### src/rtl/types_pkg.sv
// Shared encodings for the multicycle RV32 datapath: opcodes, ALU operations,
// mux selections and the controller state codes.
package types_pkg;

    typedef enum logic [6:0] {
        OP_LOAD      = 7'b0000011,
        OP_I_ARITH   = 7'b0010011,
        OP_S_TYPE    = 7'b0100011,
        OP_R_TYPE    = 7'b0110011,
        OP_RV64_TYPE = 7'b0111011,
        OP_B_TYPE    = 7'b1100011,
        OP_J_TYPE    = 7'b1101111
    } opcode_e;

    // Low eight codes follow funct3 one-to-one.
    typedef enum logic [3:0] {
        ALU_ADD  = 4'b0000,
        ALU_SLL  = 4'b0001,
        ALU_SLT  = 4'b0010,
        ALU_SLTU = 4'b0011,
        ALU_XOR  = 4'b0100,
        ALU_SRL  = 4'b0101,
        ALU_OR   = 4'b0110,
        ALU_AND  = 4'b0111,
        ALU_SUB  = 4'b1000,
        ALU_SRA  = 4'b1101
    } aluop_e;

    typedef enum logic [1:0] {
        ALUOP_LUI         = 2'b00,
        ALUOP_BRANCH      = 2'b01,
        ALUOP_R_OR_I_TYPE = 2'b10
    } aluop_type_e;

    typedef enum logic [1:0] {
        RESULT_ALU  = 2'b00,
        RESULT_MEM  = 2'b01,
        RESULT_JUMP = 2'b10
    } resultsrc_e;

    typedef enum logic [1:0] {
        IMM_I = 2'b00,
        IMM_S = 2'b01,
        IMM_B = 2'b10,
        IMM_J = 2'b11
    } immsrc_e;

    localparam logic [2:0] F3_ADD_SUB = 3'b000;
    localparam logic [2:0] F3_SRL_SRA = 3'b101;
    localparam logic [2:0] F3_BEQ     = 3'b000;
    localparam logic [2:0] F3_BNE     = 3'b001;

    typedef logic [3:0] state_t;
    localparam state_t S_FETCH    = 4'd0;
    localparam state_t S_DECODE   = 4'd1;
    localparam state_t S_MEMADR   = 4'd2;
    localparam state_t S_MEMREAD  = 4'd3;
    localparam state_t S_MEMWB    = 4'd4;
    localparam state_t S_MEMWRITE = 4'd5;
    localparam state_t S_EXECR    = 4'd6;
    localparam state_t S_EXECI    = 4'd7;
    localparam state_t S_ALUWB    = 4'd8;
    localparam state_t S_BRANCH   = 4'd9;
    localparam state_t S_JAL      = 4'd10;
    localparam state_t S_HALT     = 4'd11;

    localparam logic [1:0] SRC_A_PC     = 2'b00;
    localparam logic [1:0] SRC_A_OLD_PC = 2'b01;
    localparam logic [1:0] SRC_A_RS1    = 2'b10;
    localparam logic [1:0] SRC_B_RS2    = 2'b00;
    localparam logic [1:0] SRC_B_IMM    = 2'b01;
    localparam logic [1:0] SRC_B_FOUR   = 2'b10;

    function automatic immsrc_e imm_src_of(input logic [6:0] opcode);
        immsrc_e imm;
        case (opcode)
            OP_S_TYPE: imm = IMM_S;
            OP_B_TYPE: imm = IMM_B;
            OP_J_TYPE: imm = IMM_J;
            default:   imm = IMM_I;
        endcase
        return imm;
    endfunction

endpackage

### src/rtl/multicycle_controller_alu_decoder.sv
// Maps the coarse ALU operation class plus funct3/funct7 bit 30 to an ALU opcode.
module alu_decoder
    import types_pkg::*;
(
    input  aluop_type_e aluop_type_i,
    input  logic [2:0]  funct3_i,
    input  logic        funct7b5_i,
    input  logic        is_rtype_i,
    output aluop_e      alu_control_o
);

    // Immediate forms never subtract, so bit 30 only selects SUB for R-type.
    always_comb begin
        alu_control_o = ALU_ADD;
        case (aluop_type_i)
            ALUOP_LUI:    alu_control_o = ALU_ADD;
            ALUOP_BRANCH: alu_control_o = ALU_SUB;
            ALUOP_R_OR_I_TYPE: begin
                case (funct3_i)
                    F3_ADD_SUB: alu_control_o = (is_rtype_i && funct7b5_i) ? ALU_SUB : ALU_ADD;
                    3'b001:     alu_control_o = ALU_SLL;
                    3'b010:     alu_control_o = ALU_SLT;
                    3'b011:     alu_control_o = ALU_SLTU;
                    3'b100:     alu_control_o = ALU_XOR;
                    F3_SRL_SRA: alu_control_o = funct7b5_i ? ALU_SRA : ALU_SRL;
                    3'b110:     alu_control_o = ALU_OR;
                    3'b111:     alu_control_o = ALU_AND;
                    default:    alu_control_o = ALU_ADD;
                endcase
            end
            default: alu_control_o = ALU_ADD;
        endcase
    end

endmodule

### src/rtl/multicycle_controller.sv
// Main FSM of a multicycle RV32 core: sequences fetch, decode, execute, memory
// and write-back, driving datapath mux selects and write strobes.
module multicycle_controller
    import types_pkg::*;
#(
    parameter bit HALT_ON_ILLEGAL = 1'b1
) (
    input  logic       clk,
    input  logic       rst_n,
    input  logic [6:0] opcode_i,
    input  logic [2:0] funct3_i,
    input  logic       funct7b5_i,
    input  logic       zero_i,
    input  logic       mem_ready_i,
    output logic       mem_req_o,
    output logic       mem_write_o,
    output logic       ir_write_o,
    output logic       pc_write_o,
    output logic       reg_write_o,
    output logic       adr_src_o,
    output logic [1:0] alu_src_a_o,
    output logic [1:0] alu_src_b_o,
    output logic [1:0] result_src_o,
    output logic [1:0] imm_src_o,
    output logic [3:0] alu_control_o,
    output logic       illegal_o
);

    state_t      state_q, state_d;
    logic        mem_req_s, mem_write_s, ir_write_s, pc_write_s, reg_write_s, illegal_s;
    resultsrc_e  result_src_s;
    aluop_type_e aluop_type_s;
    aluop_e      alu_control_s;

    // State register; reset lands in FETCH even from a pending memory wait.
    always_ff @(posedge clk) begin
        if (!rst_n) begin
            state_q <= S_FETCH;
        end else begin
            state_q <= state_d;
        end
    end

    // Next state and per-state controls; mem_ready_i is only looked at in memory states.
    always_comb begin
        state_d      = state_q;
        mem_req_s    = 1'b0;
        mem_write_s  = 1'b0;
        ir_write_s   = 1'b0;
        pc_write_s   = 1'b0;
        reg_write_s  = 1'b0;
        illegal_s    = 1'b0;
        adr_src_o    = 1'b0;
        alu_src_a_o  = SRC_A_PC;
        alu_src_b_o  = SRC_B_RS2;
        result_src_s = RESULT_ALU;
        aluop_type_s = ALUOP_LUI;
        case (state_q)
            S_FETCH: begin
                mem_req_s    = 1'b1;
                alu_src_b_o  = SRC_B_FOUR;
                result_src_s = RESULT_JUMP;
                if (mem_ready_i) begin
                    ir_write_s = 1'b1;
                    pc_write_s = 1'b1;
                    state_d    = S_DECODE;
                end else begin
                    state_d    = S_FETCH;
                end
            end
            S_DECODE: begin
                alu_src_a_o = SRC_A_OLD_PC;
                alu_src_b_o = SRC_B_IMM;
                case (opcode_i)
                    OP_LOAD, OP_S_TYPE: state_d = S_MEMADR;
                    OP_R_TYPE:          state_d = S_EXECR;
                    OP_I_ARITH:         state_d = S_EXECI;
                    OP_B_TYPE:          state_d = S_BRANCH;
                    OP_J_TYPE:          state_d = S_JAL;
                    default:            state_d = HALT_ON_ILLEGAL ? S_HALT : S_FETCH;
                endcase
            end
            S_MEMADR: begin
                alu_src_a_o = SRC_A_RS1;
                alu_src_b_o = SRC_B_IMM;
                state_d     = (opcode_i == OP_LOAD) ? S_MEMREAD : S_MEMWRITE;
            end
            S_MEMREAD: begin
                mem_req_s = 1'b1;
                adr_src_o = 1'b1;
                state_d   = mem_ready_i ? S_MEMWB : S_MEMREAD;
            end
            S_MEMWB: begin
                result_src_s = RESULT_MEM;
                reg_write_s  = 1'b1;
                state_d      = S_FETCH;
            end
            S_MEMWRITE: begin
                mem_req_s   = 1'b1;
                mem_write_s = 1'b1;
                adr_src_o   = 1'b1;
                state_d     = mem_ready_i ? S_FETCH : S_MEMWRITE;
            end
            S_EXECR, S_EXECI: begin
                alu_src_a_o  = SRC_A_RS1;
                alu_src_b_o  = (state_q == S_EXECR) ? SRC_B_RS2 : SRC_B_IMM;
                aluop_type_s = ALUOP_R_OR_I_TYPE;
                state_d      = S_ALUWB;
            end
            S_ALUWB: begin
                result_src_s = RESULT_ALU;
                reg_write_s  = 1'b1;
                state_d      = S_FETCH;
            end
            S_BRANCH: begin
                alu_src_a_o  = SRC_A_RS1;
                alu_src_b_o  = SRC_B_RS2;
                aluop_type_s = ALUOP_BRANCH;
                result_src_s = RESULT_ALU;
                case (funct3_i)
                    F3_BEQ:  pc_write_s = zero_i;
                    F3_BNE:  pc_write_s = ~zero_i;
                    default: pc_write_s = 1'b0;
                endcase
                state_d = S_FETCH;
            end
            S_JAL: begin
                alu_src_a_o  = SRC_A_OLD_PC;
                alu_src_b_o  = SRC_B_FOUR;
                result_src_s = RESULT_ALU;
                pc_write_s   = 1'b1;
                state_d      = S_ALUWB;
            end
            S_HALT: begin
                illegal_s = 1'b1;
                state_d   = S_HALT;
            end
            default: state_d = S_FETCH;
        endcase
    end

    // Strobes are forced low for the whole reset-asserted cycle, not just after the edge.
    assign mem_req_o    = mem_req_s   & rst_n;
    assign mem_write_o  = mem_write_s & rst_n;
    assign ir_write_o   = ir_write_s  & rst_n;
    assign pc_write_o   = pc_write_s  & rst_n;
    assign reg_write_o  = reg_write_s & rst_n;
    assign illegal_o    = illegal_s   & rst_n;
    assign result_src_o = result_src_s;
    assign imm_src_o    = imm_src_of(opcode_i);
    assign alu_control_o = alu_control_s;

    alu_decoder u_alu_decoder (
        .aluop_type_i  (aluop_type_s),
        .funct3_i      (funct3_i),
        .funct7b5_i    (funct7b5_i),
        .is_rtype_i    (opcode_i == OP_R_TYPE),
        .alu_control_o (alu_control_s)
    );

endmodule
### config.mk
export PLATFORM = sky130hd
export DESIGN_NAME = multicycle_controller
export DESIGN_NICKNAME = d
export VERILOG_FILES = /design/src/rtl/types_pkg.sv /design/src/rtl/multicycle_controller_alu_decoder.sv /design/src/rtl/multicycle_controller.sv
export SDC_FILE = /design/constraint.sdc
export NUM_CORES = 1
export LEC_CHECK = 0
export BUFFER_PORTS_ARGS = -buffer_cell sky130_fd_sc_hd__buf_4
export CORE_MARGIN = 1
export CORE_UTILIZATION = 47
export DETAILED_ROUTE_END_ITERATION = 10
export GPL_TIMING_DRIVEN = 0
export HOLD_SLACK_MARGIN = 0.1
export PLACE_DENSITY = 0.95
export SLEW_MARGIN = 5
export SYNTH_ARGS = -nofsm -noshare
export SYNTH_HDL_FRONTEND = slang
export SYNTH_SLANG_ARGS = --single-unit
### constraint.sdc
create_clock -name clk -period 3.1 [get_ports clk]
set_input_delay 0.62 -clock clk [delete_from_list [all_inputs] [get_ports clk]]
set_output_delay 0.62 -clock clk [all_outputs]
set_load 0.1 [all_outputs]
# Word level (Yosys, flattened, before mapping)
# Index checks and enable logic that the tools add are counted.
# word_totals
elab_cells	72
regBits	4
# op_classes
mux	25
bitwise_logic	7
eq_ne	26
n_reduce_logical	13
# op_table
cell	n
case mux 4 bit (8 select lines)	1
case mux 4 bit (7 select lines)	1
case mux 4 bit (5 select lines)	1
equality test 4 x 3 -> 1 bit (second input constant)	4
equality test 4 bit (second input constant)	4
equality test 7 x 6 -> 1 bit (second input constant)	2
equality test 7 bit (second input constant)	2
OR reduction 2 bit	7
equality test 3 bit (second input constant)	4
case mux 2 bit (2 select lines)	3
case mux 2 bit (3 select lines)	2
2-to-1 mux 1 bit	9
2-to-1 mux 3 bit	3
equality test 4 x 2 -> 1 bit (second input constant)	2
2-to-1 mux 4 bit	2
case mux 4 bit (2 select lines)	1
equality test 7 x 2 -> 1 bit (second input constant)	1
equality test 7 x 5 -> 1 bit (second input constant)	1
AND 1 bit	6
equality test 3 x 2 -> 1 bit (second input constant)	2
OR reduction 3 bit	2
equality test 4 x 1 -> 1 bit (second input constant)	1
zero test 4 bit	1
OR reduction 4 bit	1
8 further kinds	8

# Depth between registers and ports, before layout
# depth
word_depth	5
mapped_depth	8
depth_no_buf	7

# By module
# A second synthesis with hierarchy kept.
# unflattened
cells_unflattened	105
hier_area_um2	706.9
# modules_own_cells
mod	cells_per_inst	area_each_um2	instances
multicycle_controller	92	611.8	1
alu_decoder	13	95.1	1

# Worst setup path before layout
# Ideal clock, no wire load.
# synth_path
path_type	reg-to-output
startpoint	register state_q[2]
endpoint	output result_src_o[1]
required_ps	2480
arrival_ps	3569
path_stages_with_launch	4
path_buffers	2
slack_ps	-1089
path_cell_list	dfxtp_1 clkbuf_1 buf_2 nor4_1
# synth_via
elab_chain_cells	2
# synth_lines
item	line	rtl
start, declared	multicycle_controller.sv:29	state_t state_q, state_d;
start signal, assigned	multicycle_controller.sv:40	state_q <= state_d;
equality test 4 x 3 -> 1 bit / zero test 4 bit (equally long branches)	multicycle_controller.sv:58	case (state_q)
case mux 2 bit (2 select lines) (*)	multicycle_controller.sv:58	
end, declared	multicycle_controller.sv:23	output logic [1:0] result_src_o,
# Mark *: on every way between the ends. The rest lies on a longest branch, timed or not.

# Worst setup path in the final report
# layout_path
startpoint	register state_q[2]
endpoint	output alu_control_o[3]
# layout_via
elab_chain_cells	5
# layout_lines
item	line	rtl
equality test 4 x 3 -> 1 bit	multicycle_controller.sv:58	
OR reduction 2 bit	multicycle_controller.sv:58	
case mux 2 bit (2 select lines) (*)	multicycle_controller.sv:58	
equality test 2 bit / equality test 2 x 1 -> 1 bit (equally long branches)	multicycle_controller_alu_decoder.sv:15	case (aluop_type_i)
case mux 4 bit (2 select lines) (*)	multicycle_controller_alu_decoder.sv:15	
end, declared	multicycle_controller.sv:25	output logic [3:0] alu_control_o,
# Marks and branches as above.

==> out/qor.csv <==
metric,value,unit
die-height,39.2,um
finalSetupViolations,0,
grt_pass1_vias,727,
synth_area_leader_cell,dfxtp_1,
report.final.slew_viol_count,0,
ys_seq_area_share,12.3,%
dieArea,1530,um2
run_status,completed,
min_path_type,primary input to flop,
cts_tree,built,
cp_data_arrival_time,2280,ps
wl_per_cell,13.0,um
grt_max_degree,11,
async_reset_ff_share,0,%
ys_types,39,
cap_viol_max_count,0,
clk_pin_slew,40,ps
ctsHoldBuffers,0,
slew-limit-headroom,76.7,%
synth_common_cells,"nand2_1 (8), nor2_1 (8), nor2b_1 (6)",
finalHoldViolCount,0,
largestRegisters,state_q: 4 flops,
initial_core_util,50.5,%
synth_edf_count,0,
root_buffer,clkbuf_4,
syn-num-nets,112,
cp.required,2480,ps
overflow,0,
largest_register_ffs,4,
finClkSkew,8.37,ps
track_usage,28.8,%
clock_path_buffers,2,
tightestPinTransition,347,ps
ys_top_cells_by_area,"dfxtp_1 (12%), nor2b_1 (5.8%), xor2_1 (5.4%)",
viasPerCell,5.73,
endpoint_kind,output port,
dpl.hpwl,1530,um
layout-drive-gt1-share,39.2,%
synth_top_area_share,12.3,%
area_growth,48.9,%
insertion_delay,250,ps
post-route-util,75.3,%
regMostFlops,state_q,
cts_buffers,3,
grt_first_pass_wirelength,3080,um
wl,1880,um
dr.pass1.iters,4,
crit_type,flop to output port,
route.detailed.drc,0,
place_congestion,0.798,
rows,13,
n_antenna_cell,0,
nNetsFinal,149,
drt-initial-drc-count,27,
timing.setup.tns,0,ps
fmax,0.345,GHz
io_pins,34,
layout_min_cycle_time,2900,ps
htree_levels,1,
core-area,1280,um2
avgSynthCellArea,6.84,um2
ant_nets,0,
cp_max_fo,8,
synthFlopType,dfxtp_1,
synth.ff_latch_count,4,
port_buffers,33,
vias,831,
startpoint_type,flop,
antenna_found_initial,0,
fp.dieW,39.2,um
rsz0062_at_grt,no,
ys_warn_count,0,
syn_inst,95,
cts_sinks,4,
synth_area,649,um2
fin_crit_sh,93.4,%
-- stage by stage --
stage / hold WS (ps) / instances / area [um2] / setup WS (ps)
4_1_cts: 663 / 146 / 968 / 7.94
2_1_floorplan: 656 / 95 / 679 / 30.4
6_report: 668 / 145 / 967 / 204
5_1_grt: 661 / 145 / 967 / 23.5
3_3_place_gp: 723 / 143 / 946 / 355
3_5_place_dp: 730 / 143 / 946 / 289
-- cells by family after synthesis --
| family | synth area share (%) |
|---|---|
| AOI/OAI and AO/OA | 25.6 |
| xor gates and xnor gates | 5.39 |
| adders and majority gates | 3.85 |
| buffers and inverters | 6.74 |
| DFF | 12.3 |
| muxes | 1.54 |
| and+or+nand+nor | 44.5 |
-- placed cells by master, fill, tap and decap left out, types with 3 or more instances in the layout --
cell / synthesis / layout
buf_4: 0 / 33
nand2_1: 8 / 8
nor2_1: 8 / 8
buf_2: 5 / 5
nor2b_1: 6 / 5
inv_1: 4 / 4
xor2_1: 4 / 4
a21oi_1: 5 / 4
dfxtp_1: 4 / 4
and2_1: 3 / 3
and3b_1: 3 / 3
or3_1: 3 / 3
a31oi_1: 3 / 3
nand3_1: 3 / 3
o21ai_0: 3 / 3
clkbuf_4: 0 / 3
-- area by class of cell --
| type | count | area [um2] |
|---|---|---|
| Timing Repair Buffer | 33 | 248 |
| Fill cell | 109 | 318 |
| Sequential cell | 4 | 80.1 |
| Tap cell | 15 | 18.8 |
| Clock buffer | 3 | 22.5 |
| Inverter | 4 | 15.0 |
| Buffer | 5 | 25.0 |
| Multi-Input combinational cell | 81 | 558 |
-- repair_timing --
item,4_1_cts,5_1_grt
hold endpoints to repair,0,0
resized for setup,0,1
buffers inserted,0,0
endpoints found under the setup margin,0,1
-- critical path, cell delays in order, from the launching register on --
cell and delay [ps]:
dfxtp_1 470, nor2b_2 300, nand2_1 110, inv_1 80, ha_1 220, nand3_1 80
or3_1 320, a21oi_2 150, buf_4 300
-- layer usage --
| metal | wire, um | GRT usage [%] |
|---|---|---|
| met1 | 772 | 33.0 |
| met4 | 0 | 2.59 |
| met3 | 121 | 6.94 |
| met2 | 984 | 54.6 |
| met5 | 0 | 0 |
-- final timing paths --
| kind | start | end | slack, ps | depth (start not counted) |
|---|---|---|---|---|
| setup / recovery | state_q[2]$_SDFF_PN0_ | alu_control_o[3] | 200 | 8 |
| hold / removal | rst_n | state_q[3]$_SDFF_PN0_ | 670 | 2 |
| setup reg to reg | state_q[3]$_SDFF_PN0_ | state_q[2]$_SDFF_PN0_ | 1640 | 5 |
| hold reg to reg | state_q[0]$_SDFF_PN0_ | state_q[2]$_SDFF_PN0_ | 720 | 3 |
Power is not shown: default switching activity piles up to over one toggle a cycle in this logic, so the estimate is an artifact.
